<file path="src/rtl/memory_arbiter_pkg.sv">
// Shared types and width constants for the MERC-16 fetch/data memory arbiter.
package memory_arbiter_pkg;

    localparam int unsigned ADDR_W   = 16;
    localparam int unsigned DATA_W   = 16;
    localparam int unsigned STREAK_W = 4;

    typedef enum logic [1:0] {
        IDLE,
        ISSUE,
        CAPTURE
    } arb_state_e;

    typedef enum logic {
        SEL_FETCH,
        SEL_DATA
    } arb_sel_e;

endpackage

</file>
<file path="src/rtl/arb_priority_select.sv">
// Winner selection for the memory arbiter: data priority with a fetch anti-starvation
// streak counter.
module arb_priority_select
    import memory_arbiter_pkg::*;
#(
    parameter int unsigned DATA_STREAK_MAX = 4
) (
    input  logic     Clock,
    input  logic     Reset,
    input  logic     arb_en,
    input  logic     fetch_req,
    input  logic     data_req,
    output arb_sel_e sel
);

    localparam logic [STREAK_W-1:0] StreakMax = STREAK_W'(DATA_STREAK_MAX);

    logic [STREAK_W-1:0] streak_q, streak_d;
    logic                grant;

    assign grant = arb_en & (fetch_req | data_req);

    always_comb begin
        sel = SEL_FETCH;
        if (data_req && !(fetch_req && (streak_q == StreakMax))) begin
            sel = SEL_DATA;
        end
    end

    // Only data grants made while fetch is waiting count towards the streak.
    always_comb begin
        streak_d = streak_q;
        if (grant && (sel == SEL_FETCH)) begin
            streak_d = '0;
        end else if (arb_en && !fetch_req) begin
            streak_d = '0;
        end else if (grant) begin
            streak_d = streak_q + 1'b1;
        end
    end

    always_ff @(posedge Clock) begin
        if (Reset) begin
            streak_q <= '0;
        end else begin
            streak_q <= streak_d;
        end
    end

endmodule

</file>
<file path="src/rtl/memory_arbiter.sv">
// Fetch/data arbiter and sequencer for the single-port MemorySubsystem.
// Define MEM_ARB_ALIGN_CHECK_EN to fault odd addresses instead of passing them through.
module memory_arbiter
    import memory_arbiter_pkg::*;
#(
    parameter int unsigned DATA_STREAK_MAX = 4,
    parameter int unsigned ADDR_WIDTH      = ADDR_W,
    parameter int unsigned DATA_WIDTH      = DATA_W
) (
    input  logic                  Clock,
    input  logic                  Reset,
    input  logic                  FetchReq,
    input  logic [ADDR_WIDTH-1:0] FetchAddr,
    output logic                  FetchAck,
    output logic [DATA_WIDTH-1:0] FetchData,
    output logic                  FetchFault,
    input  logic                  DataReq,
    input  logic                  DataWrite,
    input  logic [ADDR_WIDTH-1:0] DataAddr,
    input  logic [DATA_WIDTH-1:0] DataWData,
    output logic                  DataAck,
    output logic [DATA_WIDTH-1:0] DataRData,
    output logic                  DataFault,
    output logic [ADDR_WIDTH-1:0] MemByteAddress,
    output logic [DATA_WIDTH-1:0] MemDIN,
    output logic                  MemWriteEnable,
    input  logic [DATA_WIDTH-1:0] MemDOUT,
    output logic                  Busy
);

    arb_state_e            state_q, state_d;
    arb_sel_e              sel, sel_q, sel_d;
    logic [ADDR_WIDTH-1:0] addr_q, addr_d, win_addr;
    logic [DATA_WIDTH-1:0] din_q, din_d, rdata;
    logic                  we_q, we_d, fault_q, fault_d, win_fault;
    logic                  f_ack_q, f_ack_d, d_ack_q, d_ack_d;
    logic [DATA_WIDTH-1:0] f_data_q, f_data_d, d_data_q, d_data_d;
    logic                  f_fault_q, f_fault_d, d_fault_q, d_fault_d;

    arb_priority_select #(
        .DATA_STREAK_MAX(DATA_STREAK_MAX)
    ) u_priority (
        .Clock    (Clock),
        .Reset    (Reset),
        .arb_en   (state_q == IDLE),
        .fetch_req(FetchReq),
        .data_req (DataReq),
        .sel      (sel)
    );

    assign win_addr = (sel == SEL_DATA) ? DataAddr : FetchAddr;

`ifdef MEM_ARB_ALIGN_CHECK_EN
    assign win_fault = win_addr[0];
`else
    assign win_fault = 1'b0;
`endif

    assign rdata = fault_q ? '0 : MemDOUT;

    always_comb begin
        state_d   = state_q;
        sel_d     = sel_q;
        addr_d    = addr_q;
        din_d     = din_q;
        we_d      = 1'b0;
        fault_d   = fault_q;
        f_ack_d   = 1'b0;
        d_ack_d   = 1'b0;
        f_data_d  = f_data_q;
        d_data_d  = d_data_q;
        f_fault_d = f_fault_q;
        d_fault_d = d_fault_q;
        unique case (state_q)
            IDLE: begin
                if (FetchReq || DataReq) begin
                    sel_d   = sel;
                    addr_d  = win_addr;
                    din_d   = (sel == SEL_DATA) ? DataWData : '0;
                    we_d    = (sel == SEL_DATA) && DataWrite && !win_fault;
                    fault_d = win_fault;
                    state_d = ISSUE;
                end
            end
            ISSUE: begin
                state_d = CAPTURE;
            end
            CAPTURE: begin
                if (sel_q == SEL_DATA) begin
                    d_ack_d   = 1'b1;
                    d_data_d  = rdata;
                    d_fault_d = fault_q;
                end else begin
                    f_ack_d   = 1'b1;
                    f_data_d  = rdata;
                    f_fault_d = fault_q;
                end
                state_d = IDLE;
            end
            default: state_d = IDLE;
        endcase
    end

    always_ff @(posedge Clock) begin
        if (Reset) begin
            state_q   <= IDLE;
            sel_q     <= SEL_FETCH;
            addr_q    <= '0;
            din_q     <= '0;
            we_q      <= 1'b0;
            fault_q   <= 1'b0;
            f_ack_q   <= 1'b0;
            d_ack_q   <= 1'b0;
            f_data_q  <= '0;
            d_data_q  <= '0;
            f_fault_q <= 1'b0;
            d_fault_q <= 1'b0;
        end else begin
            state_q   <= state_d;
            sel_q     <= sel_d;
            addr_q    <= addr_d;
            din_q     <= din_d;
            we_q      <= we_d;
            fault_q   <= fault_d;
            f_ack_q   <= f_ack_d;
            d_ack_q   <= d_ack_d;
            f_data_q  <= f_data_d;
            d_data_q  <= d_data_d;
            f_fault_q <= f_fault_d;
            d_fault_q <= d_fault_d;
        end
    end

    assign FetchAck       = f_ack_q;
    assign FetchData      = f_data_q;
    assign FetchFault     = f_fault_q;
    assign DataAck        = d_ack_q;
    assign DataRData      = d_data_q;
    assign DataFault      = d_fault_q;
    assign MemByteAddress = addr_q;
    assign MemDIN         = din_q;
    assign MemWriteEnable = we_q;
    assign Busy           = (state_q != IDLE);

endmodule
</file>
<file path="config.mk">
export PLATFORM = sky130hd
export DESIGN_NAME = memory_arbiter
export DESIGN_NICKNAME = d
export VERILOG_FILES = /design/src/rtl/memory_arbiter_pkg.sv /design/src/rtl/arb_priority_select.sv /design/src/rtl/memory_arbiter.sv
export SDC_FILE = /design/constraint.sdc
export NUM_CORES = 1
export LEC_CHECK = 0
export CAP_MARGIN = 40
export CORE_MARGIN = 1
export CORE_UTILIZATION = 35
export DETAILED_ROUTE_END_ITERATION = 6
export PLACE_DENSITY = 0.77
export SYNTH_ARGS = -nofsm -noshare
export SYNTH_HDL_FRONTEND = slang
export SYNTH_SLANG_ARGS = --single-unit
</file>
<file path="constraint.sdc">
create_clock -name Clock -period 1.7 [get_ports Clock]
set_clock_uncertainty 0.2 [all_clocks]
set_input_delay 0.17 -clock Clock [delete_from_list [all_inputs] [get_ports Clock]]
set_output_delay 0.17 -clock Clock [all_outputs]
set_load 0.02 [all_outputs]
</file>
Word level (Yosys, flattened, before mapping)
Index checks and enable logic that the tools add are counted.
Word-level totals
  flip-flop bits (word level): 74
  output and inout port bits: 70
  word-level logic and storage cells: 45
  bits of input ports: 69
Cells by class
  add/subtract/negate cells: 1
  reductions and logical operators: 16
  muxes and demuxes: 7
  bitwise logic cells: 7
  equal/unequal tests: 4
Operators by type and width (count)
  2-to-1 mux 16 bit: 2
  AND reduction 2 bit: 3
  OR reduction 3 bit: 2
  logical AND 1 bit: 5
  inverter 1 bit: 5
  adder 4 x 1 -> 4 bit (second input constant): 1
  equality test 4 x 3 -> 1 bit (second input constant): 1
  case mux 2 bit (2 select lines): 1
  2-to-1 mux 1 bit: 3
  equality test 2 x 1 -> 1 bit (second input constant): 1
  equality test 2 bit (second input constant): 1
  zero test 1 bit: 2
  zero test 2 bit: 1
  2-to-1 mux 2 bit: 1
  != test 2 bit (second input constant): 1
  nonzero test 2 bit: 1
  OR reduction 2 bit: 1
  AND 1 bit: 1
  logical OR 1 bit: 1
  bitwise OR 1 bit: 1

Longest topological paths before layout
  word-level depth: 8
  gate-level depth with buffers: 7
  gate-level depth less buffers: 5

Cells and area by module
Synthesis repeated with hierarchy kept, for this count alone.
Unflattened totals
  cells, all modules: 278
  area total of the unflattened synthesis: 2733.9 µm²
Modules (own cells, without submodules)
  memory_arbiter: times used 1, cells an instance 252, area each 2506.2 µm², sequential area each 1401.3 µm²
  arb_priority_select: times used 1, cells an instance 26, area each 227.7 µm², sequential area each 80.1 µm²

Worst setup path after synthesis
Ideal clock, no wire load.
  kind: flip-flop to flip-flop
  start: register u_priority.streak_q[0]
  end: register addr_q[15] (netlist: MemByteAddress[15])
  cell stages (with the launch flop): 8
  slack: 39 ps
  library setup time: 133 ps
  data required time: 1367 ps
  path buffers: 2
  arrival time: 1329 ps
  clock period less this slack: 1661 ps
  path through: dfxtp_1 > inv_1 > ha_1 > and4b_1 > buf_2 > buf_2 > o2111ai_1 > a31oi_1
On the way
  word-level cells in the longest chain between the ends: 6
Ends and longest elaborated chain
  start: declaration: RTL line arb_priority_select.sv:18  | logic [STREAK_W-1:0] streak_q, streak_d;
  start signal: assignment: RTL line arb_priority_select.sv:46  | streak_q <= streak_d;
  equality test 4 x 3 -> 1 bit: RTL line arb_priority_select.sv:25  | if (data_req && !(fetch_req && (streak_q == StreakMax))) begin
  logical AND 1 bit: RTL line arb_priority_select.sv:25
  zero test 1 bit: RTL line arb_priority_select.sv:25
  logical AND 1 bit: RTL line arb_priority_select.sv:25
  2-to-1 mux 1 bit: RTL line arb_priority_select.sv:25
  2-to-1 mux 16 bit: RTL line memory_arbiter.sv:51  | assign win_addr = (sel == SEL_DATA) ? DataAddr : FetchAddr;
  end signal: assignment: RTL line memory_arbiter.sv:121  | addr_q <= addr_d;
  end: declaration: RTL line memory_arbiter.sv:33  | logic [ADDR_WIDTH-1:0] addr_q, addr_d, win_addr;
Every way passes these cells.
A chain may end at the register's enable or synchronous reset.

Worst setup path after layout
  start: register addr_q[10] (netlist: MemByteAddress[10])
  end: output port MemByteAddress[10]
RTL lines
  end: declaration: RTL line memory_arbiter.sv:24  | output logic [ADDR_WIDTH-1:0] MemByteAddress,
No word-level cell between the ends.

==> impl_results.md <==
* I/O Pins at 139
* Max FO, Critical Path at 2
* Worst-Skew Late Latency at 0.34 ns
* Final Wtd Congestion at 0.746
* Final worst path period share at between 90% and 100%
* Final setup violation count at 0
* Post-route ant nets at 0
* Area Growth Syn to Fin at 61.5%
* Final number of hold-violating endpoints at 0
* Core Box Area at just over 8000 sq um
* Hpwl dp at 6.42 mm
* Slew Viols, Final at 0
* CP Class: reg2out
* RR Endpoint: MemByteAddress[4]$_SDFFE_PP0P_
* Number of global-route vias before repair at 2,897
* PwrDens at roughly 840 nW/um^2
* Fmax at roughly 600 MHz
* GR Util met2 at 34.7%
* Clock power frac at 35.0%
* Outcome: finished clean
* #FFs+latches synth at 74
* Post-route setup slack at 0.0344 ns
* Slowest CP cell: clkdlybuf4s50_1
* Maximum vdd drop at 0.383 mV
* Initial antenna violation count at 0
* Worst-path clk slew at 0.08 ns
* Cells on worst reg2reg path at 6
* Detailed-route DRC error count at 0
* Fin util at 58.6%
* WHS at 0.183 ns
* Post-synthesis sequential area ratio at 49.4%
* Root buffer cell: clkbuf_8
* Via/cell ratio at 5.39
* Chip width at 94.6 um
* R2r setup slk at 0.07 ns
* Grt met3 use at 4.27%
* Synth Warn # at 0
* Hold Startpoint: DataWrite
* Maxcap violations at 0
* Class of the worst hold path: in2reg
* Pre-CTS setup slack at -0.0735 ns
* Fillers at ~740
* Largest net degree at the start of global routing at 53
* DP Area at 4510 sq um
* RSZ-0062 raised after global routing: no
* Nets@finish at 565
* GR Util All Layers at 20.3%
* Final Cell Area at 4840 sq um
* Mapped Area at 3000 sq um
* Clock sink total at 74
* Worst path required time at 1.33 ns
* Cell Rows at 33
* Cell Chain, Critical Path: clkdlybuf4s50_1
* Post-CTS Setup Bufs at 0
* Sequential power share at 45.8%
* Dominant cell type by area after synthesis: dfxtp_1
* Vias at 3,258
* H-tree depth at 3
* Avg WL per Cell at 15.4 um
* P_int at 0.00296 W
* Port bufs at 136
* Crit path launch: MemByteAddress[10]$_SDFFE_PP0P_
* M1 GR Usage at between 20 and 25%
* Gr ovfl total at 0
* First-pass DRT Iterations at 4
* Maximum clock insertion buffer count at 2
* First-pass GRT wire length at ~14 mm
* Die area at just under 9000 sq um
* Yosys top cell area share at 49.4%
* Crit path time final at approximately 1.7 ns
* Total design power at 0.00407 W
* CP startpoint kind: flop
* Initial Utilization at 36.3%
* Critical path buffers and inverters at 1
* Leak Pwr at ~2.3 nW
* Area contributors post-synth: dfxtp_1 (49%), a21oi_1 (8.8%), nand2_1 (8.0%)
* N_diodes at 0
* Total CTS buffers at 9
* Detailed Route WL at ~9.3 mm
* Crit path arrival time at 1.30 ns
* Hold Crit Depth at 2
* Syn avg cell area at 8.26 sq um
* Die Ht at 94.6 um
* Share of cells above drive strength 1 at roughly a tenth
* DR iter-0 viols at between 150 and 200
* Switch share at 27.2%
* Hold Crit Endpoint: MemWriteEnable$_SDFF_PP0_
* Critical R2R Launch: u_priority.streak_q[0]$_SDFFE_PP0P_
* Cell family contributing the most delay on the critical path: buffers and inverters
* GRT Max-Usage Layer: met2
* Psw at roughly 0.0011 W
* TritonCTS clock tree: yes
* Logic pwr share at 19.2%
* CP endpoint kind: output port
* Yosys cell types at 32
* Post-Syn Instances at 363
* Worst stage delay on the critical path at 0.61 ns
==> cell usage after synthesis <==
| library cell | number |
|---|---|
| and4b_1 | 1 |
| conb_1 | 1 |
| inv_1 | 3 |
| clkbuf_1 | 26 |
| or4_1 | 2 |
| o31ai_1 | 2 |
| a31oi_1 | 16 |
| dfxtp_1 | 74 |
| clkinv_1 | 1 |
| nand4_1 | 32 |
| nor2_1 | 3 |
| buf_2 | 12 |
| or3b_1 | 1 |
| ha_1 | 2 |
| or2_2 | 1 |
| nor3b_2 | 1 |
| buf_4 | 2 |
| nor2_4 | 1 |
| and3b_1 | 1 |
| nand4b_1 | 1 |
| nand3b_1 | 1 |
| nand2b_1 | 1 |
| nand2_1 | 64 |
| o32a_1 | 1 |
| o2111ai_1 | 16 |
| o21ai_0 | 35 |
| nor3b_1 | 2 |
| a21oi_1 | 53 |
| inv_2 | 1 |
| clkbuf_2 | 1 |
| nor3_1 | 1 |
| nand3_1 | 4 |
==> cells by family after synthesis <==
group,count (synthesis),synth area share (%)
AO/OA/AOI/OAI,123,23.5
flip-flops,74,49.4
other,1,0.125
adder cells (fa/ha/maj),2,0.834
buffers and inverters,46,6.55
AND/OR/NAND/NOR,117,19.6
==> power by group through the flow <==
stage               clock network, W  logic [W]  registers, W
floorplan                          0   0.000272       0.00199
global placement                   0   0.000772       0.00191
detailed placement                 0   0.000785       0.00191
CTS                          0.00146   0.000787       0.00187
global route                 0.00154   0.000832       0.00188
finish                       0.00142   0.000780       0.00187
==> per-layer routing <==
metal | wire (um) | share of wire [%] | up-vias
met5 | 0 | 0 | -
met4 | 130 | 1.4 | 0
met3 | 748 | 8.1 | 13
met2 | 4580 | 49 | 139
met1 | 3830 | 41 | 1531
li1 | - | - | 1575
==> worst max-delay path by stage <==
stage	to	slack, ns	depth (start not counted)
2_1_floorplan	MemByteAddress[15]$_SDFFE_PP0P_	0.04	7
3_3_place_gp	MemByteAddress[0]$_SDFFE_PP0P_	-0.04	4
3_5_place_dp	MemByteAddress[12]$_SDFFE_PP0P_	-0.07	5
4_1_cts	MemByteAddress[0]	0.0001	1
5_1_grt	MemByteAddress[14]	0.00007	1
6_report	MemByteAddress[10]	0.03	1
==> final cells by class <==
cell class,instances,area (sq um),area share (%)
timing repair buffer,160,1670,34.4
sequential,74,1480,30.6
multi-input combinational,244,1330,27.4
clock buffer,11,151,3.13
tap,105,131,2.71
clock inverter,5,62.6,1.29
inverter,5,18.8,0.388
==> sequential cells by signal, summed over array words and instances (netlist names) <==
register / cells
MemByteAddress: 16
state_q: 2
MemWriteEnable: 1
DataRData: 16
MemDIN: 16
sel_q: 1
DataAck: 1
u_priority.streak_q: 4
FetchAck: 1
FetchData: 16
==> stage by stage <==
step,setup TNS [ns],cells
floorplan,0,364
global placement,-0.398,587
detailed placement,-1.14,587
CTS,0,604
global route,0,604
finish,0,604
==> cell usage in the layout, fill, tap and decap left out, types with 2 or more instances in the layout <==
cell type / n
clkdlybuf4s50_1: 90
dfxtp_1: 72
nand2_1: 64
a21oi_1: 53
dlymetal6s2s_1: 42
o21ai_0: 35
nand4_1: 32
buf_4: 21
o2111ai_1: 16
a31oi_1: 16
clkbuf_8: 11
nand3_1: 4
inv_1: 3
o31ai_1: 2
or4_1: 2
nor3b_1: 2
nor2_1: 2
ha_1: 2
conb_1: 2
clkinv_4: 2
clkinvlp_4: 2
dlygate4sd2_1: 2
buf_12: 2
dfxtp_2: 2
==> what timing repair did <==
item                                    4_1_cts  5_1_grt
gates resized for setup                       4       44
pin swaps                                     0        1
hold buffers                                  1        0
hold endpoints to repair                      1        0
endpoints found under the setup margin        3       55
cloned                                        0        0
No activity file was read; power rests on OpenSTA's default activity.
